[src/rtl/fp16_mul_arbiter.sv]
// fp16_mul_arbiter: round-robin sharing of one fp16 multiplier among NUM_REQ
// requesters. Winning operands are registered into the multiplier and the
// requester ID rides a tag pipeline matched to the multiplier latency.
// Optional grant statistics are enabled by defining FP16_MUL_ARB_STATS_EN.
module fp16_mul_arbiter #(
  parameter int unsigned NUM_REQ     = 4,
  parameter int unsigned MUL_LATENCY = 1,
  parameter int unsigned CNT_W       = 16
) (
  input  logic                       clk,
  input  logic                       rst,
  input  logic [NUM_REQ-1:0]         req_valid,
  output logic [NUM_REQ-1:0]         req_ready,
  input  logic [16*NUM_REQ-1:0]      req_a,
  input  logic [16*NUM_REQ-1:0]      req_b,
  output logic [15:0]                mul_a,
  output logic [15:0]                mul_b,
  input  logic [15:0]                mul_result,
  output logic                       rsp_valid,
  output logic [$clog2(NUM_REQ)-1:0] rsp_id,
  output logic [15:0]                rsp_result,
`ifdef FP16_MUL_ARB_STATS_EN
  input  logic                       stat_clr,
  output logic [CNT_W*NUM_REQ-1:0]   stat_grants,
`endif
  output logic                       busy
);

  localparam int unsigned ID_W  = $clog2(NUM_REQ);
  localparam int unsigned DEPTH = MUL_LATENCY + 1;

  if (NUM_REQ < 2 || NUM_REQ > 8 || CNT_W < 1) begin : g_bad_cfg
    $error("fp16_mul_arbiter: unsupported parameter set");
  end

  logic [NUM_REQ-1:0] grant;
  logic [ID_W-1:0]    idx;
  logic [ID_W-1:0]    gnt_id;
  logic               found;
  logic               hs;

  logic [ID_W-1:0]    last_q, last_d;
  logic [15:0]        mul_a_q, mul_a_d;
  logic [15:0]        mul_b_q, mul_b_d;
  logic               tag_vld_q [DEPTH];
  logic               tag_vld_d [DEPTH];
  logic [ID_W-1:0]    tag_id_q  [DEPTH];
  logic [ID_W-1:0]    tag_id_d  [DEPTH];

  // Round-robin search starting one past the last granted requester.
  always_comb begin
    grant  = '0;
    idx    = '0;
    gnt_id = '0;
    found  = 1'b0;
    hs     = 1'b0;
    for (int unsigned k = 1; k <= NUM_REQ; k++) begin
      idx = ID_W'((32'(last_q) + k) % NUM_REQ);
      if (!found && req_valid[idx]) begin
        found  = 1'b1;
        gnt_id = idx;
      end
    end
    // Reset suppresses the grant so no handshake can complete during it.
    hs = found && !rst;
    if (hs) grant[gnt_id] = 1'b1;
  end

  // Next state: operand capture, pointer advance and tag shift.
  always_comb begin
    last_d  = last_q;
    mul_a_d = mul_a_q;
    mul_b_d = mul_b_q;
    if (hs) begin
      last_d  = gnt_id;
      mul_a_d = req_a[16*gnt_id +: 16];
      mul_b_d = req_b[16*gnt_id +: 16];
    end
    tag_vld_d[0] = hs;
    tag_id_d[0]  = gnt_id;
    for (int unsigned k = 1; k < DEPTH; k++) begin
      tag_vld_d[k] = tag_vld_q[k-1];
      tag_id_d[k]  = tag_id_q[k-1];
    end
  end

  // State registers; reset puts requester 0 at top priority and drops tags.
  always_ff @(posedge clk) begin
    if (rst) begin
      last_q    <= ID_W'(NUM_REQ - 1);
      mul_a_q   <= '0;
      mul_b_q   <= '0;
      tag_vld_q <= '{default: 1'b0};
      tag_id_q  <= '{default: '0};
    end else begin
      last_q    <= last_d;
      mul_a_q   <= mul_a_d;
      mul_b_q   <= mul_b_d;
      tag_vld_q <= tag_vld_d;
      tag_id_q  <= tag_id_d;
    end
  end

  // Busy whenever any tag stage holds a live operation.
  always_comb begin
    busy = 1'b0;
    for (int unsigned k = 0; k < DEPTH; k++) busy = busy | tag_vld_q[k];
  end

  assign req_ready  = grant;
  assign mul_a      = mul_a_q;
  assign mul_b      = mul_b_q;
  assign rsp_valid  = tag_vld_q[DEPTH-1];
  assign rsp_id     = tag_id_q[DEPTH-1];
  assign rsp_result = mul_result;

`ifdef FP16_MUL_ARB_STATS_EN
  logic [CNT_W-1:0] cnt_q [NUM_REQ];
  logic [CNT_W-1:0] cnt_d [NUM_REQ];

  // Saturating per-requester grant counters; clear wins over increment.
  always_comb begin
    stat_grants = '0;
    for (int unsigned i = 0; i < NUM_REQ; i++) begin
      cnt_d[i] = cnt_q[i];
      if (stat_clr) begin
        cnt_d[i] = '0;
      end else if (hs && gnt_id == ID_W'(i) && cnt_q[i] != '1) begin
        cnt_d[i] = cnt_q[i] + 1'b1;
      end
      stat_grants[CNT_W*i +: CNT_W] = cnt_q[i];
    end
  end

  // Counter registers.
  always_ff @(posedge clk) begin
    if (rst) cnt_q <= '{default: '0};
    else     cnt_q <= cnt_d;
  end
`endif

endmodule

[config.mk]
export PLATFORM = sky130hd
export DESIGN_NAME = fp16_mul_arbiter
export DESIGN_NICKNAME = d
export VERILOG_FILES = /design/src/rtl/fp16_mul_arbiter.sv
export SDC_FILE = /design/constraint.sdc
export NUM_CORES = 1
export LEC_CHECK = 0
export ABC_CLOCK_PERIOD_IN_PS = 1500
export CAP_MARGIN = 30
export CORE_ASPECT_RATIO = 0.8
export CORE_MARGIN = 3
export CORE_UTILIZATION = 29
export CTS_BUF_LIST = sky130_fd_sc_hd__clkbuf_2
export CTS_CLUSTER_DIAMETER = 120
export DETAILED_ROUTE_END_ITERATION = 6
export GPL_ROUTABILITY_DRIVEN = 0
export HOLD_SLACK_MARGIN = 0.03
export PLACE_DENSITY = 0.77
export SETUP_SLACK_MARGIN = 0.02
export SLEW_MARGIN = 15
export SYNTH_ARGS = -nofsm -noshare
export SYNTH_HDL_FRONTEND = slang
export SYNTH_SLANG_ARGS = --single-unit
[constraint.sdc]
create_clock -name clk -period 1.5 [get_ports clk]
set_clock_uncertainty 0.05 [all_clocks]
set_input_delay 0.15 -clock clk [delete_from_list [all_inputs] [get_ports clk]]
set_output_delay 0.15 -clock clk [all_outputs]
set_load 0.01 [all_outputs]
==> run metrics <==
highest clock rate 0.540 GHz; Worst setup SP type flip-flop; Max Slew Vio Count 0; via count of the first global-routing pass 2811; origin of the critical flop-to-flop path last_q[0]; setup violators final 36; worst-case headroom to the max-slew limit 0.802; clock latency on the worst-skew pair 0.36 ns; mean instance size in the synthesized netlist just over 9 um2; run status finished, violations left; share of final-layout standard cells stronger than drive strength 1 0.213; Die Span X between 100 and 150 um; Fin Setup TNS -9.06 ns; maximum number of pins on one net before global-route repair 26; post-synthesis instance total 254; start point of the worst min-delay path mul_result[3]; Final Core Density 0.608; number of fillers in the final layout 687; TritonCTS clock tree yes; number of antenna diodes 0; effective utilization at floorplan 0.308; Syn. warnings 0; share of synthesized area occupied by flip-flops and latches 0.340; Final Routed Wirelength 9300 um; Synthesized Nets about 400; highest net fanout along the worst path 7; global-route wire length before repair ~14000 um; routed via count 2701; Netlist cell types 29; Synth Register Bits 40; CTS root buffer sky130_fd_sc_hd__clkbuf_2; slowest cell delay on critical path 0.41 ns; Vias/cell between 4 and 5; instance area at placement 4180 um2; unrepaired setup endpoints after global routing yes; failing checks negative setup slack; Worst Reg-to-Reg Cells 9; number of port buffers 173; register area 820 um2; most used flip-flop cell after synthesis sky130_fd_sc_hd__dfxtp_1; Boundary Pins 206; final routed wire length divided by cell count 17.0 um; commonest non-fill, non-tap cells in the layout sky130_fd_sc_hd__clkdlybuf4s50_1 (134), sky130_fd_sc_hd__mux2i_1 (53), sky130_fd_sc_hd__dlygate4sd2_1 (34); endpoint of the worst register-to-register path mul_b[12]; Max Buffers Root-to-Sink 2; area of the die 9230 um2; initial DRC count 63; post-layout instance area 4640 um2; critical path cell sequence nor2b_4, buf_6, o21ai_4, and3_4, buf_8, buf_12, buf_16, mux2i_1, o221ai_1; residual DRC count 0; final antenna-violating net count 0; endpoint required time on the critical path 1.72 ns; Worst Setup Slack post-DPL -0.736 ns; standard cell core area approximately 7600 um2; MaxCap Viol Count 0; number of flops mapped to enable cells by yosys 0; worst-margin pin slew 0.296 ns; area share of the largest cell type after synthesis 0.340; vertical die dimension 86.6 um; routed length on met1 3590 um; internal reg-to-reg setup slack -0.35 ns; slowest library cell on the worst path sky130_fd_sc_hd__dfxtp_4; final worst path period need 1.85 ns; worst endpoint data arrival time 2.07 ns; DR WL met3 885 um; final critical-path share of the clock period 1.24; global router's overall resource usage 0.190; number of cell rows 28; post-synthesis to final-layout area growth 97.3%; power per cell area 741 nW/um2; half-perimeter wire length after placement 6820 um; final hold violations 0; Pre-Repair DR Iteration Count 4; initial antenna violation count 0; async set or reset register ratio after synthesis 0; Cells after DPL 519; register clock-pin slew on the reported worst setup and hold paths ~0.2 ns; critical path class flip-flop to flip-flop; worst min-delay path class input port to primary output; most frequent standard cell in the layout excluding fill and tap cells sky130_fd_sc_hd__clkdlybuf4s50_1; top post-synthesis cells by area sky130_fd_sc_hd__dfxtp_1 (34%), sky130_fd_sc_hd__mux2i_1 (25%), sky130_fd_sc_hd__o221ai_1 (9.7%); largest area contributor in the netlist sky130_fd_sc_hd__dfxtp_1; number of nets in the finished design ~600; sum of overflow across all layers after global routing 0; TritonCTS sink count 40; post-layout instance count excluding filler cells 546; deepest level of the CTS H-tree 2; Lkg Pwr 2.05 nW; cell area after synthesis 2350 um2; sum of met2 wire segment lengths after detailed routing 4800 um; highest layer used for signal routing met4; worst setup margin -0.353 ns; number of buffers created by CTS 5; Worst Hold End rsp_result[3]; multi-input combinational cell area 1430 um2; cell depth of the worst hold path 0; Critical Path Sink Type flip-flop; worst vdd rail ir drop 0.383 mV
-- kinds of logic (layout without fill, tap and decap cells) --
logic type             count (synthesis)  after routing  share of synthesized area
flip-flops                            40             40                      0.340
AO/OA/AOI/OAI                         51             51                      0.168
AND/OR/NAND/NOR                       62             62                      0.129
multiplexers                          58             58                      0.247
buffers and inverters                 43            230                      0.116
-- where the power goes --
part | internal [mW] | switching, mW | total, mW
clock | 0.125 | 0.343 | 0.468
sequential | 1.22 | 0.0719 | 1.29
combinational | 1.02 | 0.656 | 1.68
-- layer usage --
metal | GRT usage | vias up
met1 | 0.215 | 1270
met5 | 0 | -
met2 | 0.355 | 132
li1 | - | 1295
met4 | 0.0267 | 0
met3 | 0.0648 | 4
-- cells in the mapped netlist, types with 2 or more instances --
master,number
sky130_fd_sc_hd__a31oi_1,6
sky130_fd_sc_hd__nand2b_1,2
sky130_fd_sc_hd__o21ai_0,6
sky130_fd_sc_hd__buf_6,3
sky130_fd_sc_hd__buf_8,2
sky130_fd_sc_hd__buf_2,5
sky130_fd_sc_hd__o221ai_1,26
sky130_fd_sc_hd__clkbuf_1,8
sky130_fd_sc_hd__o211ai_1,6
sky130_fd_sc_hd__o21ai_1,2
sky130_fd_sc_hd__nor2b_1,6
sky130_fd_sc_hd__or2_1,2
sky130_fd_sc_hd__buf_4,16
sky130_fd_sc_hd__mux2i_1,58
sky130_fd_sc_hd__and4_1,6
sky130_fd_sc_hd__dfxtp_1,40
sky130_fd_sc_hd__nand3_1,2
sky130_fd_sc_hd__nor2_1,6
sky130_fd_sc_hd__nand2_1,34
sky130_fd_sc_hd__inv_1,9
-- flip-flops by register name, summed over array words and instances, names as in the netlist --
signal,cells
mul_a,16
tag_vld_d,1
rsp_valid,1
tag_id_d,2
last_q,2
rsp_id,2
mul_b,16
-- timing repair --
action,4_1_cts,5_1_grt
buffers inserted,7,9
setup endpoints to repair,73,41
gates cloned,5,1
pin swaps,23,14
resized for setup,92,25
hold buffers,0,0
-- worst max-delay path: cells and delay by family, from the launching register on --
family / cells / cell delay [ns]
buffers and inverters: 4 / 0.49
DFF: 1 / 0.41
and+or+nand+nor: 2 / 0.30
AOI/OAI and AO/OA: 2 / 0.29
muxes: 1 / 0.21
-- area by class of cell --
type / count / share of cell area
inverter: 9 / 0.00809
timing repair buffer: 213 / 0.470
sequential: 40 / 0.177
multi-input combinational: 171 / 0.309
clock buffer: 7 / 0.00755
clock inverter: 1 / 0.000809
tap: 105 / 0.0283
-- worst max-delay path by stage --
stage | start | to | slack, ns | cells after the start
2_1_floorplan | last_q[1] | req_ready[0] | -0.13 | 5
5_1_grt | last_q[0] | mul_a[0] | -0.44 | 9
3_5_place_dp | req_valid[3] | req_ready[3] | -0.74 | 7
6_report | last_q[0] | mul_b[12] | -0.35 | 9
3_3_place_gp | req_valid[3] | req_ready[3] | -0.66 | 7
4_1_cts | last_q[0] | req_ready[3] | -0.32 | 5
-- metrics by stage --
step / total power [mW] / hold WS, ns
2_1_floorplan: 1.98 / 0.172
3_3_place_gp: 2.70 / 0.250
3_5_place_dp: 2.74 / 0.250
4_1_cts: 3.41 / 0.250
5_1_grt: 3.64 / 0.250
6_report: 3.44 / 0.250
Note: power is estimated with default switching activity, not from simulation.
